--- src/rtl/alu_seq_ctrl.sv ---
// alu_seq_ctrl: runs W-bit operations (W = 4*NIBBLES) through a 4-bit
// combinational ALU, one nibble per cycle, least-significant nibble first.
// Carry is chained between passes on the adder path (op[2]=0) and forced to
// zero between passes on the logic path (op[2]=1).
//
// Handshakes: a transfer happens on a rising edge where valid and ready are
// both high. cmd_ready is high only in IDLE. rsp_valid stays high until
// rsp_ready is seen, and all rsp_* hold steady while it waits.
//
// Timing: a command accepted at edge t runs its passes at edges t+1..t+NIBBLES.
// The response flag is registered, so rsp_valid rises at edge t+NIBBLES+1.
//
// Optional feature macro: ALU_SEQ_ACC_EN adds cmd_acc. When cmd_acc is high at
// acceptance, operand A is taken from the current rsp_r instead of cmd_a.
module alu_seq_ctrl #(
  parameter int NIBBLES = 2
) (
  input  logic                   clk,
  input  logic                   reset,
  input  logic                   cmd_valid,
  output logic                   cmd_ready,
  input  logic [4*NIBBLES-1:0]   cmd_a,
  input  logic [4*NIBBLES-1:0]   cmd_b,
  input  logic [2:0]             cmd_op,
  input  logic                   cmd_cin,
`ifdef ALU_SEQ_ACC_EN
  input  logic                   cmd_acc,
`endif
  output logic [3:0]             alu_a,
  output logic [3:0]             alu_b,
  output logic                   alu_cin,
  output logic [2:0]             alu_op,
  input  logic [3:0]             alu_r,
  input  logic                   alu_zero,
  input  logic                   alu_carry,
  input  logic                   alu_sign,
  output logic                   rsp_valid,
  input  logic                   rsp_ready,
  output logic [4*NIBBLES-1:0]   rsp_r,
  output logic                   rsp_zero,
  output logic                   rsp_carry,
  output logic                   rsp_sign,
  output logic                   busy
);

  localparam int W = 4 * NIBBLES;

  typedef enum logic [1:0] {
    IDLE = 2'd0,
    EXEC = 2'd1,
    RESP = 2'd2
  } state_t;

  state_t         state_q;
  state_t         state_d;
  logic           rsp_valid_q;
  logic           rsp_valid_d;
  logic [1:0]     k_q;
  logic [W-1:0]   a_q;
  logic [W-1:0]   b_q;
  logic [W-1:0]   r_q;
  logic [2:0]     op_q;
  logic           cin_q;
  logic           carry_q;
  logic           sign_q;
  logic           zacc_q;
  logic           accept;
  logic           last_pass;
  logic [3:0]     nib_a;
  logic [3:0]     nib_b;
  logic [W-1:0]   a_src;

  assign accept    = cmd_valid && (state_q == IDLE);
  assign last_pass = (k_q == 2'(NIBBLES - 1));

`ifdef ALU_SEQ_ACC_EN
  assign a_src = cmd_acc ? r_q : cmd_a;
`else
  assign a_src = cmd_a;
`endif

  // Next-state and handshake outputs; RESP spends one settle cycle before rsp_valid.
  always_comb begin
    state_d     = state_q;
    rsp_valid_d = 1'b0;
    cmd_ready   = 1'b0;
    busy        = 1'b0;
    case (state_q)
      IDLE: begin
        cmd_ready = 1'b1;
        if (cmd_valid) state_d = EXEC;
      end
      EXEC: begin
        busy = 1'b1;
        if (last_pass) state_d = RESP;
      end
      RESP: begin
        busy        = 1'b1;
        rsp_valid_d = 1'b1;
        if (rsp_valid_q && rsp_ready) begin
          state_d     = IDLE;
          rsp_valid_d = 1'b0;
        end
      end
      default: state_d = IDLE;
    endcase
  end

  // Select the operand nibbles for the current pass index.
  always_comb begin
    nib_a = 4'd0;
    nib_b = 4'd0;
    for (int i = 0; i < NIBBLES; i++) begin
      if (k_q == 2'(i)) begin
        nib_a = a_q[4*i +: 4];
        nib_b = b_q[4*i +: 4];
      end
    end
  end

  // Drive the ALU from registers; inputs are parked at zero outside EXEC.
  always_comb begin
    alu_a   = 4'd0;
    alu_b   = 4'd0;
    alu_cin = 1'b0;
    alu_op  = op_q;
    if (state_q == EXEC) begin
      alu_a = nib_a;
      alu_b = nib_b;
      if (k_q == 2'd0) alu_cin = cin_q;
      else             alu_cin = carry_q & ~op_q[2];
    end
  end

  assign rsp_valid = rsp_valid_q;
  assign rsp_r     = r_q;
  assign rsp_zero  = zacc_q;
  assign rsp_sign  = sign_q;
  assign rsp_carry = carry_q & ~op_q[2];

  // State register, command latch and per-pass result/flag capture.
  always_ff @(posedge clk) begin
    if (reset) begin
      state_q     <= IDLE;
      rsp_valid_q <= 1'b0;
      k_q         <= 2'd0;
      a_q         <= '0;
      b_q         <= '0;
      r_q         <= '0;
      op_q        <= 3'd0;
      cin_q       <= 1'b0;
      carry_q     <= 1'b0;
      sign_q      <= 1'b0;
      zacc_q      <= 1'b0;
    end else begin
      state_q     <= state_d;
      rsp_valid_q <= rsp_valid_d;
      if (accept) begin
        a_q    <= a_src;
        b_q    <= cmd_b;
        op_q   <= cmd_op;
        cin_q  <= cmd_cin;
        zacc_q <= 1'b1;
        k_q    <= 2'd0;
      end else if (state_q == EXEC) begin
        for (int i = 0; i < NIBBLES; i++) begin
          if (k_q == 2'(i)) r_q[4*i +: 4] <= alu_r;
        end
        zacc_q  <= zacc_q & alu_zero;
        carry_q <= alu_carry;
        sign_q  <= alu_sign;
        if (!last_pass) k_q <= k_q + 2'd1;
      end
    end
  end

endmodule

--- config.mk ---
export PLATFORM = sky130hd
export DESIGN_NAME = alu_seq_ctrl
export DESIGN_NICKNAME = d
export VERILOG_FILES = /design/src/rtl/alu_seq_ctrl.sv
export SDC_FILE = /design/constraint.sdc
export NUM_CORES = 1
export LEC_CHECK = 0
export ABC_AREA = 1
export CAP_MARGIN = 0
export CELL_PAD_IN_SITES_DETAIL_PLACEMENT = 0
export CELL_PAD_IN_SITES_GLOBAL_PLACEMENT = 1
export CORE_ASPECT_RATIO = 0.8
export CORE_UTILIZATION = 30
export CTS_CLUSTER_SIZE = 25
export DETAILED_ROUTE_END_ITERATION = 8
export PLACE_DENSITY_LB_ADDON = 0.05
export SLEW_MARGIN = 20
export SYNTH_ARGS = -nofsm -noshare
export SYNTH_HDL_FRONTEND = slang
export SYNTH_SLANG_ARGS = --single-unit
--- constraint.sdc ---
create_clock -name clk -period 1.8 [get_ports clk]
set_input_delay 0.45 -clock clk [delete_from_list [all_inputs] [get_ports clk]]
set_output_delay 0.45 -clock clk [all_outputs]
set_load 0.02 [all_outputs]
# ---- Word level (Yosys, flattened, before mapping)
# Index checks and enable logic that the tools add are counted.
dict set report totals {
  ff_bits 36
  inputBits 31
}
dict set report classes {
  bitwise 6
  mux 17
  n_addsub 1
  n_eq_ne 6
  n_reduce_logical 13
}
# operator count
set op_table {}
lappend op_table {{$mux W4} 6}
lappend op_table {{$reduce_and A3 Y1} 3}
lappend op_table {{$mux W1} 7}
lappend op_table {{$mux W2} 3}
lappend op_table {{$ne A2 B2 Y1 const B} 3}
lappend op_table {{$pmux W2 S3} 1}
lappend op_table {{$reduce_or A2 Y1} 3}
lappend op_table {{$eq A2 B1 Y1 const B} 2}
lappend op_table {{$logic_not A2 Y1} 2}
lappend op_table {{$not A1 Y1} 4}
lappend op_table {{$reduce_and A2 Y1} 2}
lappend op_table {{$add A2 B1 Y2 const B} 1}
lappend op_table {{$and A1 B1 Y1} 2}
lappend op_table {{$eq A2 B2 Y1 const B} 1}
lappend op_table {{$logic_and A1 B1 Y1} 2}
lappend op_table {{$reduce_bool A2 Y1} 1}

# ---- Depth between registers and ports, before layout
dict set report depth {
  word_depth 4
  ltp_mapped 8
}

# ---- Worst setup path before layout
# OpenSTA, ideal clock, no wires.
dict set report synth_timing {
  path_kind {flip-flop to output port}
  start {register state_q[1]}
  end {output alu_cin}
  stages_incl_launch_ff 6
  path_buffers 1
  setup_slack_ps 182
  arrival_ps 1168
  required_ps 1350
  cell_sequence {dfxtp_1 inv_1 ha_1 buf_2 o21ai_0 a21oi_1}
}
dict set report synth_via {
  elab_chain_cells 2
}
# element line
set synth_lines {}
lappend synth_lines {{start: declaration} 54} ;# state_t state_q;
lappend synth_lines {{start signal: assignment} 156} ;# state_q <= state_d;
lappend synth_lines {{$eq A2 B1 Y1} 127} ;# if (state_q == EXEC) begin
lappend synth_lines {{$mux W1} 127}
lappend synth_lines {{end: declaration} 31} ;# output logic alu_cin,
# Every way passes these cells.

# ---- Worst setup path in the final report
dict set report layout_timing {
  start {register k_q[0]}
  end {output alu_b[2]}
}
dict set report layout_via {
  elab_chain_cells 4
}
# element line
set layout_lines {}
lappend layout_lines {{start: declaration} 58} ;# logic [1:0] k_q;
lappend layout_lines {{start signal: assignment} 172} ;# if (!last_pass) k_q <= k_q + 2'd1;
lappend layout_lines {{$logic_not A2 Y1} 114} ;# if (k_q == 2'(i)) begin
lappend layout_lines {{$mux W4} 114}
lappend layout_lines {{$mux W4 *} 114}
lappend layout_lines {{$mux W4 *} 127}
lappend layout_lines {{end: declaration} 30} ;# output logic [3:0] alu_b,
# Mark *: on every way between the ends. The rest lies on a longest branch, timed or not.

==> results.yml <==
clock_network:
  cts_tree: "built"
  cts_root_buf: "clkbuf_8"
  holdBufCountCts: 0
  path_clk_slew_ps: 80
  h-tree-depth: 2
  numCtsBuffers: 5
  cts_buffer_depth: 2
  clock_sinks: 36
  clk_latency_ps: 290
pwr:
  p_sw_mw: 1.46
  p_seq_frac: 0.289
  pwr-share-clk: 0.186
  power_density_nw_per_um2: 1480
  swShare: 0.382
  leakage_nw: 1.09
  combPwrFrac: 0.525
  finalPower_mw: 3.82
  ir_drop_v: 0.000595
  intPower_mw: 2.36
setup_path:
  reg2reg_depth: 9
  worstReg2RegEnd: "rsp_r[3]"
  r2r_slack_ps: 180
  worstSetupPathType: "reg -> out"
  required_ps: 1350
  arrival_ps: 1480
  end_kind: "primary output"
  path_max_fanout: 5
  critPathLaunch: "k_q[0]"
  reg2reg_from: "state_q[1]"
  start_kind: "register"
cells_and_area:
  diodes: 0
  syn_to_final_growth_pct: 64.4
  nets: 332
  fillCellCount: 545
  drive_gt1_frac: 0.244
  fin_area_um2: 2570
global_routing:
  antenna_found_initial: 0
  grt_max_degree: 14
  grt_pass1_wl_mm: 6.64
  grt_pass1_vias: 1464
  track_usage: 0.165
  grt.overflow.total: 0
detailed_routing:
  wire_per_inst_um: 11.8
  ant_nets: 0
  num_vias: 1630
  routed_wl_mm: 4.22
  post-route-drc-count: 0
  first_pass_iters: 6
  first_iter_violations: 83
  viasPerCell: 4.57
placed_design:
  io_buffers: 56
  place.detailed.hpwl_mm: 2.93
  dpl_cell_area_um2: 2330
  pre_cts_ws_ps: -348
  routabilityCongestion: 0.751
synthesis:
  synthTopCellsByArea: "dfxtp_1 46%, nor2_1 13%, o21ai_0 9.6%, a21oi_1 6.4%, ha_1 5.6%"
  yosys.area.top_type_share: 0.460
  synthCells: 212
  ys_types: 18
  async_flop_share: 0
  syn_nets: 250
  yosysWarnings: 0
  syn_area_um2: 1570
  ys_top_cells_by_count: "54 x nor2_1, 36 x dfxtp_1, 30 x o21ai_0"
  synth-main-ff-cell: "dfxtp_1"
  synth-seq-area-share: 0.460
  synth_largest_area_cell: "dfxtp_1"
  avgSynthCellArea_um2: 7.38
  ys_ff_latch: 36
  synth_edf_count: 0
  yosysMostFrequentCell: "nor2_1"
timing:
  finalHoldViolCount: 0
  slew_viol_final: 0
  fin_crit_sh: 1.07
  min_period_ps: 1930
  fin_ws_ps: -127
  rsz0062_at_grt: "yes"
  clock-skew-final_ps: 6.82
  fmax_ghz: 0.519
  finalSetupViolations: 8
  worst_pin_slew_ps: 267
  slew_headroom: 0.822
worst_hold_path:
  holdPathEnd: "rsp_r[6]"
  hold_path_depth: 2
  hold_path.startpoint: "rsp_r[6]"
  hold_class: "reg -> reg"
outcome:
  violations: "setup timing"
  status: "complete, but fails checks"
floorplanning:
  ios: 57
  fp.dieH_um: 66.6
  coreArea_um2: 5010
  initial_core_util: 0.313
  dieWidth_um: 82.8
  die-area_um2: 5510
  rows: 23
job:
  drv_cap: 0
[kinds of logic after synthesis]
logic type	count (synthesis)	share of synthesized area
buf+inv	29	0.0751
fa+ha+maj	7	0.0560
compound gates	54	0.176
simple gates	86	0.233
flops	36	0.460
[power by group through the flow]
stage	combinational [mW]	clock (mW)	sequential [mW]
after global placement	1.77	0	1.10
after detailed placement	1.77	0	1.10
final	2.00	0.710	1.10
after global routing	2.22	0.770	1.13
after floorplan	0.950	0	1.15
after CTS	1.96	0.723	1.10
[registers in the layout, indices dropped and copies added (netlist names)]
register / cells
rsp_sign: 1
cin_q: 1
rsp_r: 8
rsp_valid: 1
k_q: 2
rsp_zero: 1
a_q: 8
carry_q: 1
alu_op: 3
b_q: 8
state_q: 2
[cell usage in the layout (no fill, tap or decap), drive strengths merged, types with 3 or more instances in the layout]
cell           netlist  final
inv                 17     17
o21ai               32     32
dfxtp               36     36
buf                  7     41
nand4               10     10
nor2                54     54
clkbuf               5      8
ha                   7      7
nand3                3      3
a21oi               20     20
nand2               18     18
clkdlybuf4s50        0     43
[stage by stage]
step,std cells,util,hold slack [ps],setup TNS [ps]
floorplan,212,-,426,0
global route,357,0.514,487,-993
detailed placement,340,0.465,454,-2900
finish,357,0.514,459,-423
CTS,354,0.508,464,-398
global placement,340,0.465,451,-2600
[routing by layer]
layer / routed length [µm] / part of all wire / vias to the layer above / global-route usage
met4: 42 / 0.0099 / 0 / 0.0474
met2: 1810 / 0.43 / 43 / 0.239
met5: 0 / 0 / - / 0
li1: - / - / 860 / -
met3: 250 / 0.059 / 4 / 0.0616
met1: 2120 / 0.50 / 723 / 0.224
[critical path, stage by stage, from the launching register on]
cell	delay [ps]
dfxtp_2	330
inv_2	80
ha_4	170
buf_6	140
buf_4	110
a21oi_2	40
nor2_1	140
buf_4	160
[worst max-delay path by stage]
stage                to  cells past startpoint
2_1_floorplan   alu_cin                      5
5_1_grt        alu_a[3]                      7
3_3_place_gp    alu_cin                      6
3_5_place_dp   alu_b[2]                      5
6_report       alu_b[2]                      7
4_1_cts        alu_b[2]                      7
[what timing repair did]
action | CTS | global route
pin swaps | 5 | 6
setup endpoints to repair | 12 | 12
buffers inserted | 6 | 3
resized for setup | 73 | 14
[final cells by class]
| cell class | instances | area, µm² | area share |
|---|---|---|---|
| Multi-Input combinational cell | 147 | 787 | 0.306 |
| Inverter | 17 | 68.8 | 0.0267 |
| Timing Repair Buffer | 87 | 808 | 0.314 |
| Tap cell | 62 | 77.6 | 0.0301 |
| Clock inverter | 2 | 35.0 | 0.0136 |
| Sequential cell | 36 | 724 | 0.281 |
| Clock buffer | 6 | 72.6 | 0.0282 |
Note: power is estimated with default switching activity, not from simulation.
